[config.mk]
export PLATFORM = sky130hd
export DESIGN_NAME = rr_arbiter_16
export DESIGN_NICKNAME = d
export VERILOG_FILES = /design/src/rtl/rr_arbiter_16_pkg.sv /design/src/rtl/decoder_4_to_16.sv /design/src/rtl/rr_arbiter_16.sv
export SDC_FILE = /design/constraint.sdc
export NUM_CORES = 1
export LEC_CHECK = 0
export ABC_AREA = 1
export ABC_CLOCK_PERIOD_IN_PS = 3300
export CELL_PAD_IN_SITES_DETAIL_PLACEMENT = 0
export CELL_PAD_IN_SITES_GLOBAL_PLACEMENT = 1
export CORE_MARGIN = 3
export CORE_UTILIZATION = 37
export CTS_CLUSTER_SIZE = 8
export DETAILED_ROUTE_END_ITERATION = 12
export PLACE_DENSITY = 0.84
export SYNTH_ARGS = -nofsm -noshare
export SYNTH_HDL_FRONTEND = slang
export SYNTH_SLANG_ARGS = --single-unit
[constraint.sdc]
create_clock -name clk_i -period 3.3 [get_ports clk_i]
set_clock_uncertainty 0.1 [all_clocks]
set_input_delay 0.33 -clock clk_i [delete_from_list [all_inputs] [get_ports clk_i]]
set_output_delay 0.33 -clock clk_i [all_outputs]
set_load 0.02 [all_outputs]
[src/rtl/rr_arbiter_16_pkg.sv]
// ---------------------------------------------------------------------------
// rr_arbiter_16_pkg
//  Shared definitions for the 16-way round-robin arbiter slice.
//  - state_t : arbiter FSM states (idle / grant held)
//  - N_REQ   : number of requesters
//  - IDX_W   : width of an encoded requester index
// ---------------------------------------------------------------------------
package rr_arbiter_16_pkg;

  localparam int N_REQ = 16;
  localparam int IDX_W = 4;

  typedef enum logic {
    ST_IDLE  = 1'b0,
    ST_GRANT = 1'b1
  } state_t;

endpackage : rr_arbiter_16_pkg

[src/rtl/decoder_4_to_16.sv]
// ---------------------------------------------------------------------------
// decoder_4_to_16
//  Enabled binary-to-one-hot decoder.
//  Ports:
//   i_i  in  4   encoded index
//   en_i in  1   enable; when low the output is all zero
//   y_o  out 16  one-hot output, bit i_i set when enabled
// ---------------------------------------------------------------------------
module decoder_4_to_16
  import rr_arbiter_16_pkg::*;
(
  input  logic [IDX_W-1:0] i_i,
  input  logic             en_i,
  output logic [N_REQ-1:0] y_o
);

  always_comb begin
    y_o = '0;
    if (en_i) begin
      y_o[i_i] = 1'b1;
    end
  end

endmodule : decoder_4_to_16

[src/rtl/rr_arbiter_16.sv]
// ---------------------------------------------------------------------------
// rr_arbiter_16
//  Round-robin arbiter sharing one resource among 16 requesters, with a
//  hold-limit counter that force-releases a grant after MAX_HOLD cycles.
//  Parameters:
//   MAX_HOLD  max cycles a grant is held before forced release (2..255)
//   CNT_W     hold counter width, MAX_HOLD < 2**CNT_W
//  Ports:
//   clk_i      in   1   clock, rising edge
//   rst_n_i    in   1   asynchronous active-low reset
//   en_i       in   1   enable; low = no new grants, current grant dropped
//   req_i      in   16  request vector, bit n = requester n
//   rel_i      in   1   current holder releases the resource
//   gnt_o      out  16  one-hot grant, zero when no grant is active
//   gnt_idx_o  out  4   encoded index of the current (or last) holder
//   gnt_vld_o  out  1   a grant is active
//   timeout_o  out  1   one-cycle pulse after a forced release
// ---------------------------------------------------------------------------
module rr_arbiter_16
  import rr_arbiter_16_pkg::*;
#(
  parameter int MAX_HOLD = 8,
  parameter int CNT_W    = 8
) (
  input  logic             clk_i,
  input  logic             rst_n_i,
  input  logic             en_i,
  input  logic [N_REQ-1:0] req_i,
  input  logic             rel_i,
  output logic [N_REQ-1:0] gnt_o,
  output logic [IDX_W-1:0] gnt_idx_o,
  output logic             gnt_vld_o,
  output logic             timeout_o
);

  state_t             state;
  logic [IDX_W-1:0]   ptr;
  logic [IDX_W-1:0]   gnt_idx;
  logic               gnt_vld;
  logic [CNT_W-1:0]   hold_cnt;
  logic               timeout;

  logic [IDX_W-1:0]   winner;
  logic               any_req;
  logic               holder_req;
  logic               hold_at_max;

  // Rotating priority search: walk downward over the offsets so that the
  // smallest offset from ptr with a set request is the last one written,
  // which makes it the winner. The 4-bit add wraps 15 -> 0 naturally.
  always_comb begin
    logic [IDX_W-1:0] cand;
    cand   = '0;
    winner = '0;
    for (int k = N_REQ - 1; k >= 0; k--) begin
      cand = ptr + IDX_W'(k);
      if (req_i[cand]) begin
        winner = cand;
      end
    end
  end

  assign any_req     = |req_i;
  assign holder_req  = req_i[gnt_idx];
  assign hold_at_max = (hold_cnt == CNT_W'(MAX_HOLD));

  // Arbiter FSM. Disable drops the grant without advancing the pointer so
  // the interrupted holder keeps its priority once the arbiter resumes.
  // A release that coincides with the hold limit is a normal release and
  // does not raise the timeout pulse.
  always_ff @(posedge clk_i or negedge rst_n_i) begin
    if (!rst_n_i) begin
      state    <= ST_IDLE;
      ptr      <= '0;
      gnt_idx  <= '0;
      gnt_vld  <= 1'b0;
      hold_cnt <= '0;
      timeout  <= 1'b0;
    end else begin
      timeout <= 1'b0;
      case (state)
        ST_IDLE: begin
          if (en_i && any_req) begin
            state    <= ST_GRANT;
            gnt_idx  <= winner;
            gnt_vld  <= 1'b1;
            hold_cnt <= CNT_W'(1);
          end
        end
        ST_GRANT: begin
          if (!en_i) begin
            state    <= ST_IDLE;
            gnt_vld  <= 1'b0;
            hold_cnt <= '0;
          end else if (rel_i || !holder_req || hold_at_max) begin
            state    <= ST_IDLE;
            gnt_vld  <= 1'b0;
            hold_cnt <= '0;
            ptr      <= gnt_idx + IDX_W'(1);
            timeout  <= hold_at_max && !rel_i && holder_req;
          end else begin
            hold_cnt <= hold_cnt + CNT_W'(1);
          end
        end
        default: begin
          state <= ST_IDLE;
        end
      endcase
    end
  end

  assign gnt_idx_o = gnt_idx;
  assign gnt_vld_o = gnt_vld;
  assign timeout_o = timeout;

  decoder_4_to_16 u_gnt_dec (
    .i_i  (gnt_idx),
    .en_i (gnt_vld),
    .y_o  (gnt_o)
  );

endmodule : rr_arbiter_16
# Word-level counts from Yosys, hierarchy flattened
# Index checks and enable logic that the tools add are counted.
[word_totals]
regBits = 19
input_bits = 20
out_inout_bits = 22
word_cells = 125
[op_classes]
add_sub_neg = 17
n_lt_le_gt_ge = 18
eq_ne = 3
muxes = 68
n_bitwise = 1
n_reduce_logical = 12
[ops]
columns = ["cell", "n"]
rows = [
  ["4-bit by 5-bit less-than comparator with 1-bit output (second input constant)", 17],
  ["1-bit binary-select mux with 4-bit select", 17],
  ["4-bit 2-to-1 mux", 16],
  ["4-bit adder (second input constant)", 8],
  ["1-bit 2-to-1 mux", 27],
  ["8-bit 2-to-1 mux", 3],
  ["4-bit by 3-bit adder with 4-bit output (second input constant)", 4],
  ["16-bit 2-to-1 mux", 1],
  ["8-bit one-hot mux with 2 select lines", 1],
  ["16-bit OR reduction", 1],
  ["4-bit by 1-bit adder with 4-bit output (second input constant)", 2],
  ["4-bit by 2-bit adder with 4-bit output (second input constant)", 2],
  ["8-bit by 1-bit adder with 8-bit output (second input constant)", 1],
  ["8-bit by 4-bit equality test with 1-bit output (second input constant)", 1],
  ["1-bit demux with 4-bit select", 1],
  ["4-bit by 1-bit >= comparator with 1-bit output (second input constant)", 1],
  ["1-bit logical AND", 4],
  ["1-bit one-hot mux with 2 select lines", 2],
  ["2-bit AND reduction", 2],
  ["3-bit by 2-bit != test with 1-bit output (second input constant)", 1],
  ["3-bit AND reduction", 1],
  ["1-bit zero test", 2],
  ["1-bit logical OR", 2],
  ["2-bit != test (second input constant)", 1],
  ["1-bit NOT", 1],
]

# Longest topological paths before layout
[logic_depth]
ltp_word = 19
depth_mapped = 29
ltp_nobuf = 26

# Modules after synthesis
# From an unflattened synthesis, not the netlist that was laid out.
[hier_totals]
cells_unflattened = 504
hier_area_um2 = 2783.9
[by_module_without_submodules]
columns = ["module", "n_inst", "cells_each", "area_per_inst_um2", "seq_area_each_um2"]
rows = [
  ["rr_arbiter_16", 1, 472, 2657.5, 475.5],
  ["decoder_4_to_16", 1, 32, 126.4, 0.0],
]

# Worst setup path after synthesis
# OpenSTA, ideal clock, no wires.
[synth_path]
kind = "flip-flop to flip-flop"
from = "register ptr[0]"
to = "register gnt_idx[0] (netlist: gnt_idx_o[0])"
setup_time_ns = 0.117
t_arrival_ns = 2.710
t_required_ns = 3.083
setup_slack_ns = 0.373
stages_incl_launch_ff = 26
n_path_buf = 3
synth_period_minus_slack_ns = 2.927
path_cell_list = "dfrtp_1 inv_2 buf_2 clkbuf_1 ha_1 inv_1 buf_2 nand3_1 nand2_1 inv_1 o21ai_0 inv_1 nand2_1 nand2_1 a21oi_1 o21ai_0 nand2_1 nand2_1 nand2_1 nand2_1 nand2_1 nand2_1 nand2_1 nand2_1 nand2_1 nand2_1"
[synth_via]
elab_chain_cells = 19
word_cells_on_any_way = 63
cone_classes = "add/sub: 15; mux: 48"
[synth_rtl]
columns = ["item", "line_no", "source"]
rows = [
  ["start: declaration", "rr_arbiter_16.sv:37", "logic [IDX_W-1:0] ptr;"],
  ["start signal: assignment", "rr_arbiter_16.sv:99", "ptr <= gnt_idx + IDX_W'(1);"],
  ["4-bit adder", "rr_arbiter_16.sv:56", "cand = ptr + IDX_W'(k);"],
  ["1-bit binary-select mux with 4-bit select", "rr_arbiter_16.sv:57", "if (req_i[cand]) begin"],
  ["1-bit 2-to-1 mux (not written as such)", "rr_arbiter_16.sv:57", ""],
  ["4-bit 2-to-1 mux (15 in series)", "rr_arbiter_16.sv:57", ""],
  ["4-bit 2-to-1 mux *", "rr_arbiter_16.sv:57", ""],
  ["end signal: assignment", "rr_arbiter_16.sv:85", "gnt_idx <= winner;"],
  ["end: declaration", "rr_arbiter_16.sv:38", "logic [IDX_W-1:0] gnt_idx;"],
]
# Every way passes the cells marked *; elsewhere a longest branch is shown, timed or not. The select of a mux whose other input is x is not followed.
# A chain may end at the register's enable or synchronous reset.

# Worst setup path in the final report
# Ends and elaborated chain as after synthesis.

==> impl_metrics.toml <==
[status]
status = "finished clean"

[timing]
finalMaxSlewViolations = 0
finalCritPeriodShare_pct = 88.8
relSlewSlack_pct = 43.9
fin_setup_tns_ns = 0
hold_viol = 0
setup_viol = 0
period_needed_ns = 2.93
rsz0062_at_grt = "no"
fmax_ghz = 0.341
worst_pin_slew_ns = 0.838

[clock_network]
cts_num_sinks = 19
cts_buffer_depth = 2
cts_tree = "built"
cts_root_buffer = "clkbuf_8"
cts_inserted_buffers = 3
hold_buffers = 0
cts_setup_buffers = 0
htreeDepth = 1
clkSlewWorstSetupHoldPaths_ns = 0.07
clk_latency_ns = 0.26
cts_resized = 0

[routing]
ant_nets = 0
dr.pass1.iters = 4
wirelength_um = 9250
initialDrtViolationCount = 220
drcViolationCount = 0
wire_per_inst_um = 14.1
via_per_inst = 5.17
vias = 3391

[placement]
dpl.hpwl_um = 7330
gp_routability_congestion = 0.915
portBuffers = 41
dpl_cell_area_um2 = 3370

[cells_and_area]
postLayoutCellArea_um2 = 3420
final_nets = 591
diodes = 0
drive_above_1_share_pct = 5.92
final_util_pct = 46.4
area_delta_synth_final_pct = 19.7
fill_cells = 809

[synthesis]
synth_cell_types = 33
synth_area_per_cell_um2 = 5.53
synth_edf_count = 0
synthFlopType = "dfrtp_1"
syn_area_um2 = 2860
synthTopCellsByArea = "nand2_1 (26%), dfrtp_1 (17%), nand3_1 (12%)"
yosysWarnings = 0
synth_seq_cells = 19
ys_seq_area_share_pct = 16.6
syn_inst = 517
synth_top_cell_area_share_pct = 25.9
syn-num-nets = 550
synth_top_area_cell = "nand2_1"
async_reset_ff_share_pct = 100

[die]
start_util_pct = 38.8
die_area_um2 = 8810
dieHeight_um = 93.9
core_region_area_um2 = 7370
rows = 31
io_pins = 42
dieWidth_um = 93.9

[grt]
grt_usage_pct = 21.0
grt_pass1_vias = 2993
grt_max_degree = 29
antenna_found_initial = 0
overflow = 0
grt_pass1_wl_um = 14800

[setup_path]
startpoint_type = "flop"
path_class = "flop to flop"
required_ns = 3.35
arrival_ns = 2.99
cp-end-kind = "flop"
crit_fanout = 9

[run]
max-cap-violations = 0

[hold_path]
hold_path.class = "flop to flop"
## cell usage after synthesis, types with 2 or more instances
cell type,n
a21oi_1,47
buf_2,8
buf_4,4
dfrtp_1,19
ha_1,13
inv_1,44
inv_2,4
inv_4,2
nand2_1,197
nand2_2,5
nand2_4,2
nand3_1,68
nand3_2,2
nand4_1,5
nor2_1,45
nor2_2,2
nor3_1,3
nor4_1,5
o21ai_0,19
o21ai_1,3
o22ai_1,4
xnor2_1,2
xor2_1,4
## worst max-delay path: stages (launching register included)
cell and delay, ns:
dfrtp_1 0.44, inv_2 0.06, ha_1 0.23, xnor2_2 0.39, inv_1 0.26, nand3_1 0.12, nand2_1 0.09, nand2_1 0.09
nand2_1 0.11, inv_1 0.10, nand3_1 0.09, a21oi_1 0.13, o21ai_0 0.10, nand2_1 0.09, nand2_1 0.04, nand2_1 0.05
nand2_1 0.04, nand2_1 0.05, nand2_1 0.04, nand2_1 0.05, nand2_1 0.05, nand2_1 0.05, nand2_1 0.04
## cell families after synthesis
logic type / Yosys count / share of synthesized area [%]
buffers and inverters: 65 / 9.86
XOR/XNOR: 9 / 4.34
flip-flops: 19 / 16.6
AND/OR/NAND/NOR: 335 / 49.7
AO/OA/AOI/OAI: 76 / 13.8
adder cells (fa/ha/maj): 13 / 5.69
## path summary, 6_finish.rpt
kind                                       endpoint  cells after the start                from  slack [ns]
setup reg to reg           gnt_idx_o[0]$_DFFE_PN0P_                     22  ptr[0]$_DFFE_PN0P_        0.37
max in group asynchronous       timeout_o$_DFF_PN0_                      1             rst_n_i        2.13
min in group asynchronous   hold_cnt[2]$_DFFE_PN0P_                      1             rst_n_i        0.45
setup / recovery           gnt_idx_o[0]$_DFFE_PN0P_                     22  ptr[0]$_DFFE_PN0P_        0.37
hold / removal              hold_cnt[0]$_DFFE_PN0P_                      1     state$_DFF_PN0_        0.41
hold reg to reg             hold_cnt[0]$_DFFE_PN0P_                      1     state$_DFF_PN0_        0.41
## placed cells by master (no fill, tap or decap), types with 9 or more instances in the layout
master,count
nand2_1,197
nand3_1,68
inv_1,44
buf_4,9
a21oi_1,47
nor2_1,45
o21ai_0,19
clkdlybuf4s50_1,41
ha_1,13
dfrtp_1,19
## flip-flops by register name (all words and copies together) (netlist names)
name	count
gnt_idx_o	4
ptr	4
gnt_vld_o	1
timeout_o	1
state	1
hold_cnt	8
## per-layer routing
metal / global-route usage, % / wire length, µm
met1: 28.6 / 4310
met2: 35.9 / 4440
met3: 2.72 / 437
met4: 3.01 / 65
met5: 0 / 0
## stage by stage
step	worst slack (ns)	hold WS [ns]	cells
finish	0.369	0.414	656
global route	0.0191	0.447	656
CTS	0.364	0.419	656
detailed placement	0.396	0.416	652
global placement	0.382	0.408	652
floorplan	0.373	-0.0656	517
## area by class of cell
class / count / area, µm² / area share (%)
clock buffer: 3 / 41.3 / 1.21
clock inverter: 1 / 5.00 / 0.146
inverter: 51 / 196 / 5.74
multi-input combinational: 433 / 2100 / 61.4
sequential: 19 / 475 / 13.9
tap: 99 / 124 / 3.62
timing repair buffer: 50 / 478 / 14.0
Power is left out: the tool's default activity adds up to more than one toggle a clock period on the data nets, which glitch-free logic cannot reach.
